## src/rtl/dump_pkg.sv

```systemverilog
// dump_pkg: shared types and helpers for the post-halt state dump engine
package dump_pkg;
    typedef enum logic [2:0] {IDLE, MEM_FILL, MEM_OUT, REG_FILL, REG_OUT, DONE} state_t;
    localparam logic KIND_MEM = 1'b0;
    localparam logic KIND_REG = 1'b1;
    function automatic int rpb(input int beat_bytes, input int reg_w);
        return beat_bytes * 8 / reg_w;
    endfunction
    function automatic int beat_off_w(input int beat_bytes);
        return $clog2(beat_bytes);
    endfunction
endpackage

```

## src/rtl/dump_beat_buf.sv

```systemverilog
// dump_beat_buf: beat assembly register with per-byte strobes, byte or register lanes
module dump_beat_buf
    import dump_pkg::*;
#(
    parameter int BEAT_BYTES = 16,
    parameter int REG_W      = 32
) (
    input  logic                          clk,
    input  logic                          rst,
    input  logic                          clr,
    input  logic                          we,
    input  logic                          kind,
    input  logic [beat_off_w(BEAT_BYTES)-1:0] lane,
    input  logic [REG_W-1:0]              wdata,
    output logic [BEAT_BYTES*8-1:0]       data,
    output logic [BEAT_BYTES-1:0]         strb
);
    localparam int RB = REG_W / 8;
    always_ff @(posedge clk) begin
        if (rst || clr) begin
            data <= '0;
            strb <= '0;
        end else if (we) begin
            if (kind == KIND_REG) begin
                data[lane*REG_W +: REG_W] <= wdata;
                strb[lane*RB +: RB]       <= '1;
            end else begin
                data[lane*8 +: 8] <= wdata[7:0];
                strb[lane]        <= 1'b1;
            end
        end
    end
endmodule

```

## src/rtl/halt_dump_engine.sv

```systemverilog
// halt_dump_engine: on CPU halt, streams enabled memory regions then the register file as beats
module halt_dump_engine
    import dump_pkg::*;
#(
    parameter int ADDR_W      = 16,
    parameter int BEAT_BYTES  = 16,
    parameter int NUM_REGIONS = 6,
    parameter int REG_COUNT   = 32,
    parameter int REG_W       = 32
) (
    input  logic                          clk,
    input  logic                          rst,
    input  logic                          hcf,
    input  logic [NUM_REGIONS*ADDR_W-1:0] region_base,
    input  logic [NUM_REGIONS*ADDR_W-1:0] region_last,
    input  logic [NUM_REGIONS-1:0]        region_en,
    output logic                          mem_re,
    output logic [ADDR_W-1:0]             mem_addr,
    input  logic [7:0]                    mem_rdata,
    output logic                          rf_re,
    output logic [$clog2(REG_COUNT)-1:0]  rf_addr,
    input  logic [REG_W-1:0]              rf_rdata,
    output logic                          out_valid,
    input  logic                          out_ready,
    output logic [BEAT_BYTES*8-1:0]       out_data,
    output logic [ADDR_W-1:0]             out_addr,
    output logic                          out_kind,
    output logic [BEAT_BYTES-1:0]         out_strb,
    output logic                          out_last,
    output logic                          busy,
    output logic                          done
);
    localparam int RPB  = rpb(BEAT_BYTES, REG_W);
    localparam int OB   = beat_off_w(BEAT_BYTES);
    localparam int CW   = OB + 1;
    localparam int RA_W = $clog2(REG_COUNT);
    localparam int RW   = $clog2(REG_COUNT + RPB) + 1;
    localparam int RI_W = NUM_REGIONS > 1 ? $clog2(NUM_REGIONS) : 1;

    state_t state, state_n;
    logic [NUM_REGIONS*ADDR_W-1:0] base_q, last_q;
    logic [NUM_REGIONS-1:0] en_q;
    logic [RI_W-1:0] cur, nidx;
    logic found, acc, beat_more, reg_more, fill, clr, cap_v;
    logic [ADDR_W-1:0] ptr, byte_addr, cur_base, cur_last, nbase;
    logic [ADDR_W:0] nxt;
    logic [CW-1:0] cnt;
    logic [OB-1:0] cap_lane;
    logic [RW-1:0] r, ridx;

    // In IDLE the live table is searched from the bottom; later, only entries above cur
    always_comb begin
        found = 1'b0;
        nidx  = '0;
        for (int k = NUM_REGIONS - 1; k >= 0; k--) begin
            if ((state == IDLE) ? region_en[k] : (en_q[k] && k > int'(cur))) begin
                found = 1'b1;
                nidx  = RI_W'(k);
            end
        end
    end

    assign nbase     = (state == IDLE) ? region_base[nidx*ADDR_W +: ADDR_W] : base_q[nidx*ADDR_W +: ADDR_W];
    assign cur_base  = base_q[cur*ADDR_W +: ADDR_W];
    assign cur_last  = last_q[cur*ADDR_W +: ADDR_W];
    assign byte_addr = ptr + ADDR_W'(cnt);
    assign nxt       = {1'b0, ptr} + (ADDR_W+1)'(BEAT_BYTES);
    assign beat_more = !nxt[ADDR_W] && nxt[ADDR_W-1:0] <= cur_last;
    assign ridx      = r + RW'(cnt);
    assign reg_more  = (r + RW'(RPB)) < RW'(REG_COUNT);
    assign acc       = out_valid && out_ready;
    assign fill      = state == MEM_FILL || state == REG_FILL;
    assign clr       = (state_n == MEM_FILL || state_n == REG_FILL) && state_n != state;

    assign mem_re    = state == MEM_FILL && cnt < CW'(BEAT_BYTES) && byte_addr >= cur_base && byte_addr <= cur_last;
    assign mem_addr  = mem_re ? byte_addr : '0;
    assign rf_re     = state == REG_FILL && cnt < CW'(RPB) && ridx < RW'(REG_COUNT);
    assign rf_addr   = rf_re ? ridx[RA_W-1:0] : '0;
    assign out_valid = state == MEM_OUT || state == REG_OUT;
    assign out_kind  = (state == REG_OUT) ? KIND_REG : KIND_MEM;
    assign out_addr  = (state == MEM_OUT) ? ptr : (state == REG_OUT) ? ADDR_W'(r) : '0;
    assign out_last  = state == REG_OUT && !reg_more;
    assign busy      = state != IDLE && state != DONE;
    assign done      = state == DONE;

    always_comb begin
        state_n = state;
        case (state)
            IDLE:     state_n = hcf ? (found ? MEM_FILL : REG_FILL) : IDLE;
            MEM_FILL: state_n = (cnt == CW'(BEAT_BYTES)) ? MEM_OUT : MEM_FILL;
            MEM_OUT:  state_n = acc ? ((beat_more || found) ? MEM_FILL : REG_FILL) : MEM_OUT;
            REG_FILL: state_n = (cnt == CW'(RPB)) ? REG_OUT : REG_FILL;
            REG_OUT:  state_n = acc ? (reg_more ? REG_FILL : DONE) : REG_OUT;
            DONE:     state_n = hcf ? DONE : IDLE;
            default:  state_n = IDLE;
        endcase
    end

    always_ff @(posedge clk) begin
        if (rst) state <= IDLE;
        else     state <= state_n;
    end

    // Read data lands one cycle after the strobe, so the lane is captured alongside it
    always_ff @(posedge clk) begin
        if (rst) begin
            base_q   <= '0;
            last_q   <= '0;
            en_q     <= '0;
            cur      <= '0;
            ptr      <= '0;
            r        <= '0;
            cnt      <= '0;
            cap_v    <= 1'b0;
            cap_lane <= '0;
        end else begin
            cap_v    <= mem_re || rf_re;
            cap_lane <= cnt[OB-1:0];
            cnt      <= (fill && state_n == state) ? cnt + 1'b1 : '0;
            if (state == IDLE && hcf) begin
                base_q <= region_base;
                last_q <= region_last;
                en_q   <= region_en;
                r      <= '0;
                cur    <= nidx;
                ptr    <= {nbase[ADDR_W-1:OB], {OB{1'b0}}};
            end
            if (state == MEM_OUT && acc) begin
                if (beat_more) begin
                    ptr <= nxt[ADDR_W-1:0];
                end else begin
                    cur <= nidx;
                    ptr <= {nbase[ADDR_W-1:OB], {OB{1'b0}}};
                end
            end
            if (state == REG_OUT && acc && reg_more) r <= r + RW'(RPB);
        end
    end

    dump_beat_buf #(.BEAT_BYTES(BEAT_BYTES), .REG_W(REG_W)) u_buf (
        .clk   (clk),
        .rst   (rst),
        .clr   (clr),
        .we    (cap_v),
        .kind  ((state == REG_FILL) ? KIND_REG : KIND_MEM),
        .lane  (cap_lane),
        .wdata ((state == REG_FILL) ? rf_rdata : REG_W'(mem_rdata)),
        .data  (out_data),
        .strb  (out_strb)
    );
endmodule
```

## config.mk

```make
export PLATFORM = sky130hd
export DESIGN_NAME = halt_dump_engine
export DESIGN_NICKNAME = d
export VERILOG_FILES = /design/src/rtl/dump_pkg.sv /design/src/rtl/dump_beat_buf.sv /design/src/rtl/halt_dump_engine.sv
export SDC_FILE = /design/constraint.sdc
export NUM_CORES = 1
export LEC_CHECK = 0
export BUFFER_PORTS_ARGS = -buffer_cell sky130_fd_sc_hd__clkbuf_2
export CELL_PAD_IN_SITES_DETAIL_PLACEMENT = 1
export CELL_PAD_IN_SITES_GLOBAL_PLACEMENT = 2
export CORE_ASPECT_RATIO = 0.8
export CORE_MARGIN = 2
export CORE_UTILIZATION = 29
export CTS_CLUSTER_SIZE = 10
export DETAILED_ROUTE_END_ITERATION = 10
export GPL_ROUTABILITY_DRIVEN = 1
export PLACE_DENSITY = 0.76
export RECOVER_POWER = 100
export SKIP_CTS_REPAIR_TIMING = 1
export SLEW_MARGIN = 30
export SYNTH_ARGS = -nofsm -noshare
export SYNTH_HDL_FRONTEND = slang
export SYNTH_HIERARCHICAL = 1
export SYNTH_SLANG_ARGS = --single-unit
```

## constraint.sdc

```tcl
create_clock -name clk -period 4.4 [get_ports clk]
set_input_delay 0.22 -clock clk [delete_from_list [all_inputs] [get_ports clk]]
set_output_delay 0.22 -clock clk [all_outputs]
set_load 0.05 [all_outputs]
```

Yosys cells after proc, flatten, opt, wreduce, memory -nomap -nowiden

Index checks and enable logic that the tools add are counted.

Register bits after elaboration: 381
Bits of input ports: 242
Output and inout bits: 188
Word-level logic and storage cells: 143

Add/subtract/negate cells: 8
$lt $le $gt $ge: 14
Equality and inequality tests: 12
Shift operators: 10
Muxes and demuxes: 51
Bitwise operators: 2
Reductions and logical operators: 34

Operators by type and width:

| kind                        | number |
|---|---|
| $shiftx A96 B8 Y16          | 4 |
| $bwmux W128                 | 2 |
| $mux W128                   | 1 |
| $shift A32 B34 Y128 const A | 1 |
| $shift A8 B34 Y128 const A  | 1 |
| $shiftx A32 B34 Y128        | 1 |
| $shiftx A8 B34 Y128         | 1 |
| $mux W16                    | 7 |
| $mux W3                     | 13 |
| $neg A6 Y34                 | 1 |
| $neg A7 Y34                 | 1 |
| $neg A9 Y34                 | 1 |
| $shift A4 B34 Y16 const A   | 1 |
| $shiftx A4 B34 Y16 const A  | 1 |
| $le A16 B16 Y1              | 2 |
| $mux W32                    | 1 |
| $logic_and A1 B1 Y1         | 21 |
| $mux W7                     | 3 |
| $pmux W3 S6                 | 1 |
| $add A16 B5 Y17 const B     | 1 |
| $add A16 B5 Y16             | 1 |
| $bwmux W16                  | 1 |
| $ge A16 B16 Y1              | 1 |
| $or A16 B16 Y16             | 1 |
| 30 further kinds            | 62 |

Depth between registers and ports, before layout

Gate-level depths: netlist of run 1.

Depth in word-level cells: 17
Mapped depth: 18
Mapped depth without buffers: 15

Cells and area by module

The synthesis of run 1 kept the hierarchy.

By module, submodules not included:

| module           | times used | cells an instance | area each (µm²) | sequential area each (µm²) |
|---|---|---|---|---|
| halt_dump_engine | 1          | 1712              | 13075.0         | 4604.4 |
| dump_beat_buf    | 1          | 768               | 6993.0          | 2882.8 |

Least setup slack after synthesis of run 1

Ideal clock, no wire load.

Path kind: register -> output
Start: register cur[0]
End: output mem_addr[13]
Arrival time: 4.592 ns
Data required time: 4.180 ns
Path slack: -0.412 ns
Stages on the path, launching flop included: 18
Buffers on the path: 4
Cell sequence: dfxtp_1 buf_1 clkbuf_1 buf_1 mux4_2 nand2_1 o21ai_0 ha_1 nand2b_1 a21o_1 a21o_1 a21oi_1 o21ai_0 a2111oi_0 o31ai_1 o2111ai_1 clkbuf_1 nor2b_1

Cells in the longest elaborated chain, start to end: 5
Elaborated cells on any way between the ends: 7
Classes of those cells: order compare (2); shift (2); mux (1); reduce/logical (2)

RTL lines:

| element                 | line                    | text |
|---|---|---|
| from (decl)             | halt_dump_engine.sv:43  | `logic [RI_W-1:0] cur, nidx;` |
| from (signal assigned)  | halt_dump_engine.sv:125 | `cur <= nidx;` |
| from (signal assigned)  | halt_dump_engine.sv:132 | `cur <= nidx;` |
| $shiftx A96 B8 Y16      | halt_dump_engine.sv:64  | `assign cur_base = base_q[cur*ADDR_W +: ADDR_W];` |
| $ge A16 B16 Y1          | halt_dump_engine.sv:75  | `assign mem_re = state == MEM_FILL && cnt < CW'(BEAT_BYTES) && byte_addr >= cur_base && byte_addr <= cur_last;` |
| $logic_and A1 B1 Y1     | halt_dump_engine.sv:75  |  |
| $logic_and A1 B1 Y1 (*) | halt_dump_engine.sv:75  |  |
| $mux W16 (*)            | halt_dump_engine.sv:76  | `assign mem_addr = mem_re ? byte_addr : '0;` |
| to (decl)               | halt_dump_engine.sv:18  | `output logic [ADDR_W-1:0] mem_addr,` |

Mark *: on every way between the ends. The rest lies on a longest branch, timed or not.

Final worst setup path of run 1

Start: register cur[1]
End: output mem_addr[14]

The elaborated chain is that of the path after synthesis.

==> impl_summary.md, run 1 <==
CTS
The clock network latency to the later pin of the worst-skew pair is 580 ps. The maximum level of the CTS H-tree is 2. TritonCTS built the clock tree. After clock tree synthesis, the clock-pin slew on the worst setup and hold paths is 60 ps.

CTS saw between 300 and 400 sinks. In this run, CTS created clock tree buffers numbering 45. The cell at the root of the clock tree is sky130_fd_sc_hd__clkbuf_16. The clock passes through at most 3 buffers.

GRT
The total overflow left after global routing is 0. The first-pass GRT wire length is 131000 µm. The number of antenna violations at the first check in global routing was 2.

Entering global routing, the biggest net connects between 100 and 150 pins. The via count of the first global-routing pass is 20600. The combined global-route utilization of all metal layers is 23.7%.

Worst setup path
The worst register-to-register path ends at ptr[10]$_SDFFE_PP0P_. The critical path in this run is classified as register to output pin. STA classifies the critical path endpoint as an output pin. At the worst endpoint, the required time is 4180 ps. Tracing the worst setup path back leads to its startpoint at cur[1]$_SDFF_PP0_. The number of cells on the worst reg-to-reg path is 14. The startpoint of the lowest-slack register-to-register path is ptr[4]$_SDFFE_PP0P_. Following the worst setup path forward leads to its endpoint at mem_addr[14]. The arrival time of data at the critical path endpoint is 4060 ps.

Setup slack on the worst reg-to-reg path comes out at 260 ps. The nature of the critical path startpoint is a register. The highest net fanout along the worst path is 16.

Cells and area
Across the whole layout, storage elements account for between 7000 and 8000 µm². The number of non-filler instances in the completed layout is around 4000. In the final design database the tool counted roughly 3300 nets. Compared with the post-synthesis result, the final layout area differs by 34.1%. The final non-filler cell area is between 20000 and 30000 µm². The ratio of cells with drive above 1 in the final layout is between 10% and 20%. Summing all multi-input logic gate instances after layout gives roughly 12000 µm².

The count of filler cells inserted in the layout is 8365.

Yosys
Among all flip-flop cells after synthesis, the most frequent one is sky130_fd_sc_hd__dfxtp_1. The synthesized design devotes to its leading area cell type 37.3% of total area. The synthesized design contains 374 register bits. Synthesis instantiated 83 different standard cells from the library. Among all cell types in the netlist, the one instantiated most often is sky130_fd_sc_hd__nand2_1. The synthesis warning total is 6. In the synthesized netlist, the cells that appear most often are sky130_fd_sc_hd__nand2_1, sky130_fd_sc_hd__dfxtp_1, sky130_fd_sc_hd__a21oi_1. Summing every instance area after synthesis gives 20100 µm². The synthesized design spends more area on one cell type than any other, namely sky130_fd_sc_hd__dfxtp_1. The cell count after synthesis came out at 2480.

The synthesized netlist devotes roughly 3.5% of its cell area to adder and majority cells. Sequential elements use 37.3% of the synthesized area. The synthesized-area fraction occupied by xor and xnor cells is under 10%. The combinational family with the most area after synthesis is compound AO/OA/AOI/OAI gates. By area the synthesized netlist is led by sky130_fd_sc_hd__dfxtp_1, sky130_fd_sc_hd__nand2_1, sky130_fd_sc_hd__a21oi_1. For this run, asynchronously set or reset flops after synthesis account for 0%. In this run the mean area of a mapped cell was a little over 8 µm². Summing the areas of all compound-gate instances in the mapped netlist gives a little under a quarter of the synthesized area. The fraction of synthesized area in multiplexers is about 8.8%. The number of flops mapped to enable cells by yosys is 0. The simple logic cell fraction of the synthesized area is 20.6%.

STA
The routed design could run at a clock period as short as approximately 4300 ps. Based on the critical path, the design can be clocked at up to 0.234 GHz. The number of setup violations in the final report is 0. The final clock skew is 33.8 ps. The worst slew margin relative to its limit is -48.4%. Of the available clock period, the critical path in the final layout requires 97.3%. Across all hold checks on the routed design, the worst slack comes to 23.8 ps. The hold violation count in the final report is 0.

Adding up every negative setup slack in the final design gives 0 ps. The number of pins exceeding their max-slew limit in the final report is 203. At the pin with the least slew margin, the transition time is 2230 ps.

Power and ir drop
The total power divided by cell area is 363 nW/µm². After layout, the design draws a total of 0.00976 W. The worst-case IR drop observed on VDD is around 0.00021 V. The static leakage is about 10 nW.

Routing
Before antenna repair, the detailed router went through 5 iterations. Dividing the detail-routed via count by the number of cells gives 5.35. Dividing the detail-routed wire length by the instance count gives roughly 23 µm.

Summing over every cut layer, the via total after detailed routing is 21300. The count of unresolved DRC violations after routing is 0. The number of antenna-violating nets in the routed design is 0. For this block, the routed nets add up to 92100 µm of wire. The first routing iteration left 1539 violations.

Placed design
The placement-stage cell area is 23600 µm². The count of buffers added on input and output ports is ~430. The number of placed instances with taps included is 3711. Detailed placement finished with a half-perimeter wire length of between 60000 and 70000 µm.

The routability congestion estimate is just under 0.9.

Outcome
The flow ran to the end, but the final reports show violations. The checks that failed: max-capacitance violations, max-slew violations.

Die
After floorplanning, the core was divided into 86 placement rows. The initial utilization of the core area, before any placement, comes to 29.2%. The height of the chip is approximately 240 µm. The area of the placeable core is just under 70000 µm². The area enclosed by the die boundary is 71300 µm². During I/O placement, the number of pins put on the boundary was 430. The overall die width is 298 µm.

Worst hold path
In this run the worst hold path is classified as input pin to register.

Run
The count of max-cap constraint violations is 2.
-- area by class of cell --
cell class                 count  share of cell area [%]
antenna                        2                  0.0186
clock buffer                  58                    4.56
clock inverter                 4                   0.126
inverter                      24                   0.349
multi-input combinational   1866                    43.8
sequential                   374                    27.8
tap                          924                    4.30
timing repair buffer         733                    19.0
-- stage by stage --
stage / setup WS [ps] / utilization, %
floorplan: 56.4 / -
global placement: -109 / 34.3
detailed placement: -160 / 34.4
CTS: -817 / 36.2
global route: -27.5 / 39.2
finish: 120 / 39.2
-- power breakdown --
part	total (W)	internal, W	switching (W)
clock	0.00343	0.00193	0.00150
combinational	0.00263	0.00103	0.00160
sequential	0.00370	0.00356	0.000146
-- sequential cells by signal (all words and copies together), names as in the netlist --
name / count
base_q: 96
cap_lane: 4
cap_v: 1
cnt: 5
cur: 3
en_q: 5
last_q: 96
ptr: 12
r: 5
state: 3
u_buf/data: 128
u_buf/strb: 16
-- per-layer routing --
layer / vias to the layer above / part of all wire (%) / global-route usage, %
li1: 9920 / - / -
met1: 10700 / 47 / 34.9
met2: 638 / 45 / 36.4
met3: 113 / 5.3 / 3.51
met4: 0 / 2.1 / 5.01
met5: - / 0 / 0
-- worst min path at each step --
stage	from	to	slack (ps)	depth (start not counted)
finish	rst	cap_lane[1]$_SDFF_PP0_	20	2
global route	rst	cap_lane[2]$_SDFF_PP0_	50	2
CTS	region_base[81]	base_q[81]$_SDFFE_PP0P_	-160	3
detailed placement	u_buf/strb[8]$_SDFFE_PP0P_	u_buf/strb[8]$_SDFFE_PP0P_	450	2
global placement	u_buf/strb[10]$_SDFFE_PP0P_	u_buf/strb[10]$_SDFFE_PP0P_	440	2
floorplan	region_base[0]	base_q[0]$_SDFFE_PP0P_	360	2
-- cells in the final DEF, fill, tap and decap left out, types with 18 or more instances in the layout --
cell                            instances
sky130_fd_sc_hd__o21ai_0               64
sky130_fd_sc_hd__a211oi_1              63
sky130_fd_sc_hd__a22oi_1               43
sky130_fd_sc_hd__nor2_1               181
sky130_fd_sc_hd__nor3_1                22
sky130_fd_sc_hd__dfxtp_1              371
sky130_fd_sc_hd__clkbuf_2             246
sky130_fd_sc_hd__a21oi_1              322
sky130_fd_sc_hd__ha_1                  55
sky130_fd_sc_hd__mux2i_1              104
sky130_fd_sc_hd__o211ai_1              30
sky130_fd_sc_hd__nand3_1               32
sky130_fd_sc_hd__inv_1                 23
sky130_fd_sc_hd__xnor2_1               20
sky130_fd_sc_hd__nand2_1              520
sky130_fd_sc_hd__clkbuf_1             176
sky130_fd_sc_hd__dlygate4sd3_1        197
sky130_fd_sc_hd__mux4_2                29
sky130_fd_sc_hd__and2_1                18
sky130_fd_sc_hd__buf_4                 87
sky130_fd_sc_hd__buf_12                24
sky130_fd_sc_hd__a32oi_1               35
sky130_fd_sc_hd__clkbuf_16             47
sky130_fd_sc_hd__and3_1                30
-- critical path: stages (launching register included) --
cell	delay, ps
sky130_fd_sc_hd__dfxtp_4	490
sky130_fd_sc_hd__buf_4	290
sky130_fd_sc_hd__mux4_2	350
sky130_fd_sc_hd__a21oi_1	210
sky130_fd_sc_hd__ha_1	280
sky130_fd_sc_hd__a21o_1	170
sky130_fd_sc_hd__a21o_1	190
sky130_fd_sc_hd__a21oi_1	200
sky130_fd_sc_hd__o21ai_2	130
sky130_fd_sc_hd__a2111oi_4	370
sky130_fd_sc_hd__o31ai_4	150
sky130_fd_sc_hd__o2111ai_4	100
sky130_fd_sc_hd__buf_6	170
sky130_fd_sc_hd__buf_8	170
sky130_fd_sc_hd__nor2b_2	70
sky130_fd_sc_hd__buf_12	140
-- cells by family (layout without fill, tap and decap cells) --
kind of cell	Yosys count	after routing
AOI/OAI and AO/OA	711	711
other	1	4
buffers and inverters	241	819
and+or+nand+nor	925	925
xor gates and xnor gates	31	31
muxes	140	140
DFF	374	374
adders and majority gates	57	57
No activity file was read; power rests on OpenSTA's default activity.
==> run 2, diff against run 1 <==
Settings changed: ABC_AREA set to 1, CORE_ASPECT_RATIO 0.8 to 1.1, CORE_UTILIZATION 29 to 32, PLACE_DENSITY 0.76 to 0.85.
Clock period 4.4 ns to 5.3 ns, I/O delays scaled along.
==> run 2 against run 1 <==
Net effect: the flow finishes with violations (negative hold slack, max-capacitance violations, max-slew violations); flip-flop and latch count stayed put; power is 18% lower; synthesized cell count is 43% higher; setup slack better by 160 ps; sequential share of layout area is 0.51 points lower; global-route usage is 1.4 points higher; register-to-register slack better by 270 ps; final cell count is 24% higher; critical path type unchanged; critical endpoint is now mem_addr[5].
==> impl_summary.md, run 2 <==
Outcome
The run finished, with violations left. The final reports fail on negative hold slack, max-capacitance violations, max-slew violations.

Routing
The total routed wirelength is 95300 µm (+3.5%). The count of unresolved DRC violations after routing came to 0 (unchanged). The number of antenna-violating nets in the routed design is 0 (unchanged). The detailed router's first-iteration violation count came to 1489 (-3.2%). The number of search-and-repair iterations in the first detailed-routing pass is 5 (unchanged). The via count of the routed design is 24300 (+14%). The per-cell routed wire length is 19.4 µm (-16%). The detail-routed via count per cell was 4.93 (-7.8%).

Cells and area
The final standard cell utilization of the core was 39.7% (+0.51 points). The sequential cell area was 7490 µm² (about the same). The area of the multi-input gates came to 11900 µm² (+0.74%). The largest registers in the layout are u_buf/data x128, base_q x96, last_q x96. The number of nets in the layout is 4271 (+28%).

The count of filler cells inserted in the layout came to 9160 (+9.5%). The register ranked first by flip-flop count is u_buf/data. The ratio of cells with drive above 1 in the final layout is 11.5% (-6.6 points).

In the layout the commonest cells are sky130_fd_sc_hd__nand2_1, sky130_fd_sc_hd__inv_1, sky130_fd_sc_hd__nor2_1. The library cell used most frequently in the layout, excluding fill and tap cells, is sky130_fd_sc_hd__nand2_1. The flip-flop count of the largest register after layout is 128 (unchanged). The layout overhead on the synthesized area is 22.9%.

Worst setup path
The minimum setup slack among reg-to-reg paths is 530 ps (+270 ps). The highest net fanout along the worst path came to 49 (+33). The worst register-to-register path ends at ptr[9]$_SDFFE_PP0P_. The data required time at the worst endpoint came to 5040 ps (+860 ps).

The nature of the critical path startpoint is a register. The number of cells on the worst reg-to-reg path is 18 (+4). The arrival time of data at the critical path endpoint is 4760 ps (+700 ps). STA classifies the critical path endpoint as an output pin. The most critical setup path has its startpoint at cur[0]$_SDFF_PP0_. The startpoint of the lowest-slack register-to-register path is state[0]$_SDFF_PP0_. The critical path is of the register to output pin type.

Yosys
Summed over all instances, the cell type with the most area after synthesis is sky130_fd_sc_hd__dfxtp_1. In the synthesized netlist, the cells that appear most often are sky130_fd_sc_hd__nand2_1, sky130_fd_sc_hd__inv_1, sky130_fd_sc_hd__a21oi_1. The simple logic cell fraction of the synthesized area is 30.4% (+9.8 points). In the synthesized netlist the dominant register cell turns out to be sky130_fd_sc_hd__dfxtp_1.

The fraction of registers with async set or reset after synthesis is 0% (unchanged). The fraction of the mapped netlist area in adder cells was 3.14% (-0.40 points). The share of the synthesized area in the top cell type is 33.6% (-3.7 points).

By area the synthesized netlist is led by sky130_fd_sc_hd__dfxtp_1, sky130_fd_sc_hd__nand2_1, sky130_fd_sc_hd__a21oi_1. The synthesis warning total is 6 (unchanged). The synthesized-area fraction occupied by ao, oa, aoi and oai cells is 19.4% (-3.7 points). The post-synthesis cell type count was 55 (-34%).

The share of the yosys chip area belonging to registers is 33.6% (-3.7 points). By area, the combinational part of the netlist is dominated by simple AND/OR/NAND/NOR gates. The number of flops mapped to enable cells by yosys was 0 (unchanged).

The instance count of the mapped netlist is 3558 (+43%). The synthesized area per cell was 6.27 µm² (-23%). The fraction of synthesized area in multiplexers is 0% (-8.8 points). The synthesized cell area is 22300 µm² (+11%). The most frequent cell after synthesis is sky130_fd_sc_hd__nand2_1. The synthesized-area fraction occupied by xor and xnor cells came to 0.432% (-1.0 points).

The post-synthesis register bit count was 374 (unchanged).

Power and ir drop
The total power divided by cell area is 294 nW/µm² (-19%). The static leakage is 12.7 nW (+24%). The maximum ir drop on the vdd rail is 0.000234 V (+9.0%).

Worst hold path
The class of the tightest hold or removal check is input pin to register. The sink of the worst hold path is base_q[35]$_SDFFE_PP0P_. In this run the most critical hold path is launched from region_base[35].

The cell count of the worst hold path is 3 (+1).

GRT
The first-pass GRT wire length is 140000 µm (+7.2%). The aggregate global routing overflow is 0 (unchanged). The via count of the first global-routing pass is 23500 (+14%). The largest net degree at the start of global routing is 98 (-7.5%). The combined global-route utilization of all metal layers is 25.1% (+1.4 points). The number of antenna violations at the first check in global routing is 0 (-2).

Die
The overall die width is 256 µm (-14%). The area of the placeable core was 69000 µm² (+0.51%). The height of the chip is 281 µm (+17%). The cell row count was 101 (+17%). The I/O pin count was 430 (unchanged). The effective utilization at floorplan is 32.3% (+3.1 points).

The area enclosed by the die boundary is 71800 µm² (+0.68%).

Placed design
The routability congestion estimate is 0.946 (+6.8%). The detailed placer's ending HPWL is 71000 µm (+7.2%). The number of port buffers is 427 (unchanged).

CTS
The number of buffers between clock root and the deepest sink is 3 (unchanged). The clock network latency to the later pin of the worst-skew pair is 610 ps (+30 ps). The maximum level of the CTS H-tree is 2 (unchanged). The sink count of the clock tree is 374 (unchanged). The clock-pin slew on the worst setup and hold paths is 60 ps (about the same).

The cell at the root of the clock tree is sky130_fd_sc_hd__clkbuf_16. The total CTS buffers is 47 (+4.4%). TritonCTS built the clock tree.

STA
The final clock skew came to 22.6 ps (-11.2 ps). The actual transition at the worst max-transition pin is 2010 ps (-222 ps). The worst slew margin relative to its limit is -34.4% (+14 points). The worst hold slack was -59.4 ps (-83.2 ps).

The final period demand of the worst path is 5020 ps. The number of pins exceeding their max-slew limit in the final report was 165 (-19%). The final cycle utilization of the critical path is between 90% and 100%. The hold violation count in the final report is 35 (+35). The number of setup violations in the final report is 0 (unchanged).

Setup repair after global routing left no endpoint under its margin. Static timing analysis puts the maximum clock frequency at 0.199 GHz. The setup total negative slack is 0 ps (unchanged).

Run
The count of max-cap constraint violations is 3 (+1).
[run 2: layout make-up]
type,instances,area share [%]
clock inverters,11,0.803
flip-flops and latches,374,27.3
well taps,927,4.23
clock buffers,60,4.65
repair buffers,578,12.8
diodes,1,0.00913
multi-input cells,2475,43.3
inverters,497,6.83
[run 2: where the power goes]
group / switching, W / internal [W] / leakage (nW)
Sequential: 0.0000836 / 0.00296 / 3.06
Clock: 0.00134 / 0.00189 / 0.729
Combinational: 0.00122 / 0.000569 / 8.95
Total: 0.00264 / 0.00542 / 12.7
[run 2: kinds of logic (layout without fill, tap and decap cells)]
| family | after synthesis | after routing |
|---|---|---|
| other | 1 | 3 |
| DFF | 374 | 374 |
| and+or+nand+nor | 1574 | 1574 |
| buffers and inverters | 710 | 1146 |
| adders and majority gates | 56 | 56 |
| AOI/OAI and AO/OA | 832 | 832 |
| xor gates and xnor gates | 11 | 11 |
[run 2: worst max-delay path, cell delays in order (launching register included)]
cell	delay, ps
sky130_fd_sc_hd__dfxtp_2	540
sky130_fd_sc_hd__inv_2	70
sky130_fd_sc_hd__buf_4	280
sky130_fd_sc_hd__a21oi_1	190
sky130_fd_sc_hd__o21ai_0	110
sky130_fd_sc_hd__a21oi_1	310
sky130_fd_sc_hd__a21oi_1	170
sky130_fd_sc_hd__ha_1	350
sky130_fd_sc_hd__nand2_1	90
sky130_fd_sc_hd__inv_1	50
sky130_fd_sc_hd__nand3_1	120
sky130_fd_sc_hd__inv_1	50
sky130_fd_sc_hd__a21oi_1	230
sky130_fd_sc_hd__nor2_1	80
sky130_fd_sc_hd__nor2_1	100
sky130_fd_sc_hd__nand2_1	80
sky130_fd_sc_hd__o41ai_2	70
sky130_fd_sc_hd__nand3_2	530
sky130_fd_sc_hd__nor2_1	240
sky130_fd_sc_hd__dlymetal6s2s_1	450
[run 2: metal layers]
metal	global-route usage [%]	part of all wire, %	up-vias
met5	0	0	-
met4	8.73	3.3	0
li1	-	-	12100
met3	2.97	3.7	161
met2	47.1	52	539
met1	29.3	41	11500
[run 2: worst max path at each step]
stage	to	slack (ps)
after floorplan	mem_addr[0]	1620
after global placement	mem_addr[15]	1140
after detailed placement	mem_addr[2]	1010
after CTS	mem_addr[2]	320
after global routing	base_q[55]$_SDFFE_PP0P_	80
final	mem_addr[5]	280
[run 2: metrics by stage]
stage | worst slack (ps) | power [W] | instances | hold WS [ps] | instance area, µm²
after CTS | 324 | 0.00809 | 4804 | -155 | 26600
after global placement | 1140 | 0.00480 | 4733 | 442 | 25100
after global routing | 81.5 | 0.00846 | 4922 | -9.64 | 27400
final | 277 | 0.00806 | 4923 | -59.4 | 27400
after detailed placement | 1010 | 0.00483 | 4733 | 447 | 25100
after floorplan | 1620 | 0.00420 | 3559 | 410 | 22300
